--- src/rtl/multi_byte_add_seq_pkg.sv ---
// Shared constants and FSM state type for the byte-serial adder.
// Imported by multi_byte_add_seq and byte_adder8.
package multi_byte_add_seq_pkg;

    localparam int BYTE_W = 8;

    typedef enum logic [1:0] {
        IDLE = 2'd0,
        RUN  = 2'd1,
        DONE = 2'd2
    } state_t;

endpackage

--- src/rtl/multi_byte_add_seq_byte_adder8.sv ---
// byte_adder8: combinational 8-bit adder with carry in and carry out.
// Ports: op1/op2 [7:0] operands, cin carry in, sum [8:0] = {carry, byte}.
module byte_adder8
    import multi_byte_add_seq_pkg::*;
(
    input  logic [BYTE_W-1:0] op1,
    input  logic [BYTE_W-1:0] op2,
    input  logic              cin,
    output logic [BYTE_W:0]   sum
);

    always_comb begin
        sum = {1'b0, op1} + {1'b0, op2} + {{BYTE_W{1'b0}}, cin};
    end

endmodule

--- src/rtl/multi_byte_add_seq.sv ---
// Byte-serial adder: adds two NBYTES-byte operands one byte per cycle.
// Ports: clk, rst_n (async, active-low), in_valid/in_ready operand
// handshake, op1/op2 [8*NBYTES-1:0], cin, out_valid/out_ready result
// handshake, sum [8*NBYTES:0] with final carry in the MSB.
// Optional: define MULTI_BYTE_ADD_SEQ_OVF_EN to add the 1-bit ovf output
// (signed overflow of the NBYTES-byte add, valid with out_valid).
module multi_byte_add_seq
    import multi_byte_add_seq_pkg::*;
#(
    parameter int NBYTES = 4
) (
    input  logic                       clk,
    input  logic                       rst_n,
    input  logic                       in_valid,
    output logic                       in_ready,
    input  logic [BYTE_W*NBYTES-1:0]   op1,
    input  logic [BYTE_W*NBYTES-1:0]   op2,
    input  logic                       cin,
    output logic                       out_valid,
    input  logic                       out_ready,
    output logic [BYTE_W*NBYTES:0]     sum
`ifdef MULTI_BYTE_ADD_SEQ_OVF_EN
    ,
    output logic                       ovf
`endif
);

    localparam int OP_W  = BYTE_W * NBYTES;
    localparam int IDX_W = $clog2(NBYTES);
    localparam logic [IDX_W-1:0] LAST = IDX_W'(NBYTES - 1);

    state_t             r_state;
    state_t             w_next;
    logic [IDX_W-1:0]   r_idx;
    logic               r_carry;
    logic               r_fin;
    logic [OP_W-1:0]    r_a;
    logic [OP_W-1:0]    r_b;
    logic [OP_W:0]      r_sum;
    logic [BYTE_W-1:0]  w_a_byte;
    logic [BYTE_W-1:0]  w_b_byte;
    logic [BYTE_W:0]    w_add;
    logic               w_accept;

    assign w_accept = (r_state == IDLE) && in_valid;
    assign w_a_byte = r_a[BYTE_W*r_idx +: BYTE_W];
    assign w_b_byte = r_b[BYTE_W*r_idx +: BYTE_W];

    byte_adder8 u_add (
        .op1 (w_a_byte),
        .op2 (w_b_byte),
        .cin (r_carry),
        .sum (w_add)
    );

    always_ff @(posedge clk or negedge rst_n) begin
        if (!rst_n) begin
            r_state <= IDLE;
        end else begin
            r_state <= w_next;
        end
    end

    // r_fin marks the extra RUN cycle that commits the final carry,
    // giving NBYTES+1 cycles from acceptance to out_valid.
    always_comb begin
        w_next    = r_state;
        in_ready  = 1'b0;
        out_valid = 1'b0;
        unique case (r_state)
            IDLE: begin
                in_ready = 1'b1;
                if (in_valid) w_next = RUN;
            end
            RUN: begin
                if (r_fin) w_next = DONE;
            end
            DONE: begin
                out_valid = 1'b1;
                if (out_ready) w_next = IDLE;
            end
            default: w_next = IDLE;
        endcase
    end

    always_ff @(posedge clk or negedge rst_n) begin
        if (!rst_n) begin
            r_a     <= '0;
            r_b     <= '0;
            r_carry <= 1'b0;
            r_idx   <= '0;
            r_fin   <= 1'b0;
            r_sum   <= '0;
        end else if (w_accept) begin
            r_a     <= op1;
            r_b     <= op2;
            r_carry <= cin;
            r_idx   <= '0;
            r_fin   <= 1'b0;
        end else if (r_state == RUN) begin
            if (r_fin) begin
                r_sum[OP_W] <= r_carry;
                r_fin       <= 1'b0;
            end else begin
                r_sum[BYTE_W*r_idx +: BYTE_W] <= w_add[BYTE_W-1:0];
                r_carry <= w_add[BYTE_W];
                if (r_idx == LAST) begin
                    r_idx <= '0;
                    r_fin <= 1'b1;
                end else begin
                    r_idx <= r_idx + IDX_W'(1);
                end
            end
        end
    end

    assign sum = r_sum;

`ifdef MULTI_BYTE_ADD_SEQ_OVF_EN
    logic r_ovf;
    logic w_ovf;

    // Same-sign operands producing a different-sign MSB is exactly
    // carry-into-MSB xor carry-out-of-MSB.
    assign w_ovf = (r_a[OP_W-1] == r_b[OP_W-1]) &&
                   (w_add[BYTE_W-1] != r_a[OP_W-1]);

    always_ff @(posedge clk or negedge rst_n) begin
        if (!rst_n) begin
            r_ovf <= 1'b0;
        end else if (w_accept) begin
            r_ovf <= 1'b0;
        end else if (r_state == RUN && !r_fin && r_idx == LAST) begin
            r_ovf <= w_ovf;
        end
    end

    assign ovf = r_ovf;
`endif

endmodule

--- config.mk ---
export PLATFORM = sky130hd
export DESIGN_NAME = multi_byte_add_seq
export DESIGN_NICKNAME = d
export VERILOG_FILES = /design/src/rtl/multi_byte_add_seq_pkg.sv /design/src/rtl/multi_byte_add_seq_byte_adder8.sv /design/src/rtl/multi_byte_add_seq.sv
export SDC_FILE = /design/constraint.sdc
export NUM_CORES = 1
export LEC_CHECK = 0
export CORE_MARGIN = 3
export CORE_UTILIZATION = 30
export DETAILED_ROUTE_END_ITERATION = 7
export PLACE_DENSITY_LB_ADDON = 0.05
export SLEW_MARGIN = 20
export SYNTH_ARGS = -nofsm -noshare
export SYNTH_HDL_FRONTEND = slang
export SYNTH_SLANG_ARGS = --single-unit
export TNS_END_PERCENT = 100
--- constraint.sdc ---
create_clock -name clk -period 5.1 [get_ports clk]
set_clock_uncertainty 0.2 [all_clocks]
set_input_delay 0.765 -clock clk [delete_from_list [all_inputs] [get_ports clk]]
set_output_delay 0.765 -clock clk [all_outputs]
set_load 0.05 [all_outputs]
==> metrics.md, run 1 <==
| Metric | Value |
|---|---|
| Status | `completed` |
| CTS H-Tree Depth | `3` |
| Worst-path cell chain | `mux4_2, fa_1, fa_1, a21oi_1, o22ai_1, o21a_1, nor2_1, a22o_2` |
| Worst Hold Class | `flop to flop` |
| Via-per-instance ratio | `4.68` |
| Die H | `131 um` |
| Clock slew at reported path FFs | `70 ps` |
| Reg2reg setup slack | `1480 ps` |
| Antenna cells | `0` |
| Post-DP HPWL | `between 8000 and 9000 um` |
| Tcrit/Tclk final | `0.709` |
| Slew Viols, Final | `0` |
| Seq cells post-synth | `103` |
| Slowest CP cell | `dfrtp_2` |
| Largest net degree at the start of global routing | `65` |
| Total core area | `approximately 15000 sq um` |
| Reg2Reg Depth | `8` |
| Worst-path fanout max | `24` |
| Initial drt markers | `156` |
| Register area share after synthesis | `0.546` |
| GR Util All Layers | `0.140` |
| Leak | `approximately 2.6 nW` |
| R2r endpoint | `sum[6]` |
| Hold path startpoint | `sum[8]` |
| Layout net count | `500` |
| Max clock buf depth | `2` |
| DR WL/cell | `18.1 um` |
| RSZ-0062 raised after global routing | `no` |
| Fmax | `276 MHz` |
| WHS | `302 ps` |
| Setup violators final | `0` |
| Post-Syn Nets | `395` |
| Buffers on Ports | `103` |
| Total negative setup slack | `0 ps` |
| Die Area | `17300 sq um` |
| Hold Vio Cnt, Final | `0` |
| Area of the mapped netlist | `around 4700 sq um` |
| CTS tree | `yes` |
| CTS Sinks | `slightly above 100` |
| Starting density of the core | `0.308` |
| Hold Crit Depth | `1` |
| Synth Flop Type | `dfrtp_1` |
| Worst setup path category | `flop to flop` |
| Routability Congestion | `roughly 0.77` |
| Max VDD drop | `approximately 0.00035 V` |
| Final Core Density | `0.407` |
| Router iterations before antenna repair | `4` |
| Worst-Margin Slew | `between 900 and 1000 ps` |
| Post-CTS Resized | `0` |
| Proportion of synthesized flip-flops having asynchronous set or reset | `1.00` |
| Die Wd | `roughly 130 um` |
| Clk_lat worst skew | `approximately 350 ps` |
| Synth Warn # | `0` |
| IO Count | `about 100` |
| Number of synthesized flops with an enable pin | `0` |
| Cell with the most instances on the worst path | `fa_1` |
| Max-cap violations | `0` |
| Delay-heaviest family, CP | `flip-flops` |
| Vias in the first global route | `between 3000 and 4000` |
| Layout cell share with drive strength beyond 1 | `0.286` |
| Slowest stage delay, CP | `about 890 ps` |
| Max-Slew Margin vs Limit | `0.367` |
| Number of instances in the placed design | `around 620` |
| Worst hold endpoint | `sum[8]` |
| Post-layout minimum cycle time | `between 3000 and 4000 ps` |
| Most frequent cells in the layout | `102 x clkdlybuf4s50_1, 102 x dfrtp_1, 64 x mux2_2, 24 x a22o_1, 16 x mux4_2` |
| Number of antenna violations at the first check in global routing | `0` |
| Total CTS buffers | `9` |
| Critical Path AT | `around 3700 ps` |
| DRC Markers | `0` |
| Crit. End Element | `flop` |
| First-pass GRT wire length | `between 15000 and 20000 um` |
| FP Rows | `45` |
| Gr ovfl total | `0` |
| Avg Inst Size Synth | `roughly 15 sq um` |
| Post-CTS Hold Buffers | `0` |
| Crit path launch type | `flop` |
| WP buf/inv | `0` |
| Final Non-Filler Cells | `roughly 630` |
| Post-synth cell types | `40` |
| Pwr dens | `about 770 nW/um^2` |
| Setup Buffers After CTS | `0` |
| Final Routed Wirelength | `between 10000 and 15000 um` |
| Area Growth Syn to Fin | `32.1%` |
| CTS root buf | `clkbuf_16` |
| Worst path required time | `5190 ps` |
| Post-Synthesis Cells | `between 300 and 400` |
| Final ANT Viol Nets | `0` |
| Via count | `roughly 3000` |
| RR Startpoint | `r_idx[0]` |
-- synth_stat cells (4+ instances only) --
| cell type | count | area share |
|---|---|---|
| a21oi_1 | 4 | 0.0042 |
| a22o_1 | 24 | 0.045 |
| a22o_2 | 8 | 0.017 |
| buf_6 | 5 | 0.012 |
| dfrtp_1 | 103 | 0.55 |
| ha_1 | 14 | 0.037 |
| inv_1 | 9 | 0.0072 |
| mux2_2 | 64 | 0.15 |
| mux4_2 | 16 | 0.076 |
| nand2_1 | 9 | 0.0072 |
| nor2_1 | 6 | 0.0048 |
| o21ai_0 | 5 | 0.0053 |
-- worst reg2reg max path, stage by stage, from the launching register on --
cell and delay [ps]:
dfrtp_2 890, mux4_2 620, fa_1 470, fa_1 420, a21oi_1 200, o22ai_1 120, o21a_1 200, nor2_1 260
a22o_2 190
-- report_power, final --
group / internal, W / switching [W]
Combinational: 0.00115 / 0.00148
Sequential: 0.00119 / 0.000290
Clock: 0.000382 / 0.000295
-- registers in the layout (all words and copies together) (netlist names) --
signal / flops
sum: 33
r_b: 32
r_state: 2
r_fin: 1
r_a: 32
r_idx: 2
r_carry: 1
-- routing by layer --
layer,part of all wire,GRT usage
met4,0.018,0.0438
met3,0.045,0.0444
met5,0,0
met1,0.42,0.169
met2,0.51,0.238
-- per-stage QoR --
| stage | power, W | setup WS, ps | cell area (sq um) |
|---|---|---|---|
| 2_1_floorplan | 0.00338 | 1920 | 4720 |
| 3_3_place_gp | 0.00413 | 1540 | 5940 |
| 3_5_place_dp | 0.00417 | 1450 | 5940 |
| 4_1_cts | 0.00487 | 1430 | 6240 |
| 5_1_grt | 0.00517 | 1260 | 6240 |
| 6_report | 0.00478 | 1480 | 6240 |
-- cell type report --
class,count,area (sq um)
repair buffers,105,1040
multi-input cells,187,2020
flip-flops and latches,103,2580
clock inverters,3,15.0
clock buffers,13,280
fillers,1451,9080
inverters,9,33.8
well taps,211,264
-- cell families (layout without fill, tap and decap cells) --
kind of cell | Yosys count | after routing | synth area share
buffers and inverters | 20 | 130 | 0.0262
and+or+nand+nor | 33 | 33 | 0.0546
AOI/OAI and AO/OA | 54 | 54 | 0.0917
xor gates and xnor gates | 4 | 4 | 0.00742
muxes | 80 | 80 | 0.229
adders and majority gates | 16 | 16 | 0.0456
DFF | 103 | 103 | 0.546
-- worst max-delay path by stage --
stage,from,endpoint,cells past startpoint
floorplan,r_idx[1],sum[6],10
global placement,r_idx[0],sum[6],8
detailed placement,r_idx[0],sum[6],8
CTS,r_idx[0],sum[6],8
global route,r_idx[0],sum[6],8
finish,r_idx[0],sum[6],8
Power figures use the tool's default switching activity.
==> run 2, diff against run 1 <==
==> constraint.sdc (replaced) <==
create_clock -name clk -period 3.4 [get_ports clk]
set_clock_uncertainty 0.2 [all_clocks]
set_input_delay 0.51 -clock clk [delete_from_list [all_inputs] [get_ports clk]]
set_output_delay 0.51 -clock clk [all_outputs]
set_load 0.05 [all_outputs]
==> metrics.md, run 2 (synthesis results as in run 1) <==
| Metric | Value |
|---|---|
| Status | `completed` |
| First-pass GRT wire length | `approximately 19000 um` |
| Sw Share | `0.430` |
| Slowest CP cell | `mux4_2` |
| Final Core Density | `0.410` |
| Routability Congestion | `around 0.73` |
| Max VDD drop | `0.000441 V` |
| CP endpoint | `sum[30]` |
| Most frequent cells in the layout | `102 x clkdlybuf4s50_1, 102 x dfrtp_1, 64 x mux2_2, 24 x a22o_1, 16 x mux4_2` |
| Antenna cells | `0` |
| Area of the multi-input gates | `slightly above 2000 sq um` |
| Final Routed Wirelength | `about 12000 um` |
| Die Wd | `131 um` |
| Crit. End Element | `flop` |
| Buffers on Ports | `103` |
| Die H | `131 um` |
| RSZ-0062 raised after global routing | `no` |
| Post-CTS Resized | `0` |
| Logic gate share of total power | `0.564` |
| Worst path required time | `about 3500 ps` |
| Slew Viols, Final | `0` |
| FP Rows | `between 40 and 50` |
| Sequential cell area | `2580 sq um` |
| Worst setup path start | `r_idx[0]` |
| Cell with the most instances on the worst path | `fa_1` |
| Layout cell share with drive strength beyond 1 | `0.290` |
| Setup violators final | `0` |
| Gr ovfl total | `0` |
| DR WL/cell | `about 18 um` |
| RR Startpoint | `r_idx[0]` |
| Tcrit/Tclk final | `0.895` |
| Worst-path fanout max | `4` |
| Leak | `2.60 nW` |
| Via-per-instance ratio | `approximately 4.7` |
| Vias in the first global route | `about 3300` |
| IO Count | `104` |
| DRC Markers | `0` |
| Max clock buf depth | `2` |
| Max-Slew Margin vs Limit | `0.542` |
| Router iterations before antenna repair | `4` |
| Fmax | `between 300 and 400 MHz` |
| CTS tree | `yes` |
| Total CTS buffers | `9` |
| Max reg flops | `33` |
| Final ANT Viol Nets | `0` |
| Net Sw Power | `around 0.0031 W` |
| Max-cap violations | `0` |
| Clk_lat worst skew | `350 ps` |
| Reg2Reg Depth | `8` |
| Hold Vio Cnt, Final | `0` |
| Reg2reg setup slack | `360 ps` |
| Area Growth Syn to Fin | `33.1%` |
| Post-route design area | `about 6300 sq um` |
| Post-CTS Hold Buffers | `0` |
| Post-Place Cell Area | `around 6000 sq um` |
| Starting density of the core | `0.308` |
| Worst-Margin Slew | `687 ps` |
| CTS Sinks | `about 100` |
| CTS H-Tree Depth | `3` |
| Worst-path cell chain | `mux4_2, fa_1, fa_1, a21oi_1, o22ai_1, o21a_1, nor2_1, a22o_1` |
| Total negative setup slack | `0 ps` |
| R2r endpoint | `sum[30]` |
| Fill count | `1471` |
| Critical Path AT | `3130 ps` |
| Setup Buffers After CTS | `0` |
| Via count | `2956` |
| Layout net count | `between 500 and 600` |
| Pre-CTS setup slack | `364 ps` |
| Crit path launch type | `flop` |
| Die Area | `approximately 17000 sq um` |
| Post-DP HPWL | `8480 um` |
| Number of antenna violations at the first check in global routing | `0` |
| Final setup margin | `roughly 360 ps` |
| Part of the power in the clock network | `0.145` |
| Power Internal | `0.00413 W` |
| Worst Hold Class | `input port to async pin` |
| Total core area | `between 15000 and 20000 sq um` |
| Slowest stage delay, CP | `~530 ps` |
| Pwr dens | `1150 nW/um^2` |
| Initial drt markers | `120` |
| Seq pwr share | `0.291` |
| Post-layout minimum cycle time | `3040 ps` |
| Clock slew at reported path FFs | `approximately 70 ps` |
| Largest net degree at the start of global routing | `67` |
| CTS root buf | `clkbuf_16` |
| Worst setup path category | `flop to flop` |
| GR Util All Layers | `0.144` |
[run 2: cell count changes in the layout (fill, tap and decap cells not counted), sizes merged]
cell	change
buf	+4
bufinv	+1
clkbuf	-2
clkinv	-1
clkinvlp	+1
inv	+1
[run 2: power groups by stage]
| stage | Combinational (W) | Sequential [W] | Clock [W] |
|---|---|---|---|
| global placement | 0.00410 | 0.00213 | 0 |
| detailed placement | 0.00413 | 0.00215 | 0 |
| floorplan | 0.00263 | 0.00245 | 0 |
| finish | 0.00408 | 0.00211 | 0.00105 |
| CTS | 0.00415 | 0.00212 | 0.00109 |
| global route | 0.00447 | 0.00220 | 0.00114 |
[run 2: critical path: cells and delay by family (launching register included)]
kind | cells | cell delay (ps)
adders and majority gates | 2 | 900
AOI/OAI and AO/OA | 4 | 700
muxes | 1 | 530
DFF | 1 | 410
and+or+nand+nor | 1 | 250
[run 2: layer usage]
| layer | global-route usage | wire length (um) | vias to the layer above |
|---|---|---|---|
| met4 | 0.0344 | 155 | 0 |
| met2 | 0.240 | 5750 | 76 |
| met3 | 0.0444 | 529 | 8 |
| li1 | - | - | 1386 |
| met1 | 0.183 | 5230 | 1486 |
| met5 | 0 | 0 | - |
[run 2: worst min path at each step]
stage | endpoint | slack (ps) | cells after the start | start
after floorplan | r_a[0] | 10 | 0 | rst_n
after global placement | r_b[7] | 280 | 1 | r_b[7]
after detailed placement | r_a[23] | 290 | 1 | r_a[23]
after CTS | r_state[1] | 30 | 1 | rst_n
after global routing | r_state[0] | 60 | 1 | rst_n
final | r_fin | 6 | 1 | rst_n
[run 2: through the flow]
stage                     total power (W)  cells  hold WS (ps)
after floorplan                   0.00507    310          14.4
after global placement            0.00623    619           285
after detailed placement          0.00628    619           291
after CTS                         0.00737    635          30.3
after global routing              0.00781    635          56.2
final                             0.00725    635          6.01
[run 2: final cells by class]
cell class	instances	share of cell area
clock buffer	11	0.0386
tap	211	0.0420
timing repair buffer	109	0.173
inverter	9	0.00538
clock inverter	5	0.00896
multi-input combinational	187	0.322
sequential	103	0.410
==> run 3, diff against run 2 <==
--- a/config.mk
+++ b/config.mk
@@ -7,6 +7,7 @@
 export LEC_CHECK = 0
 export CORE_MARGIN = 3
 export CORE_UTILIZATION = 30
+export CTS_CLUSTER_SIZE = 30
 export DETAILED_ROUTE_END_ITERATION = 7
 export PLACE_DENSITY_LB_ADDON = 0.05
 export SLEW_MARGIN = 20
==> results of run 3 <==
No change in the layout: final DEF, timing and power equal those of run 2.
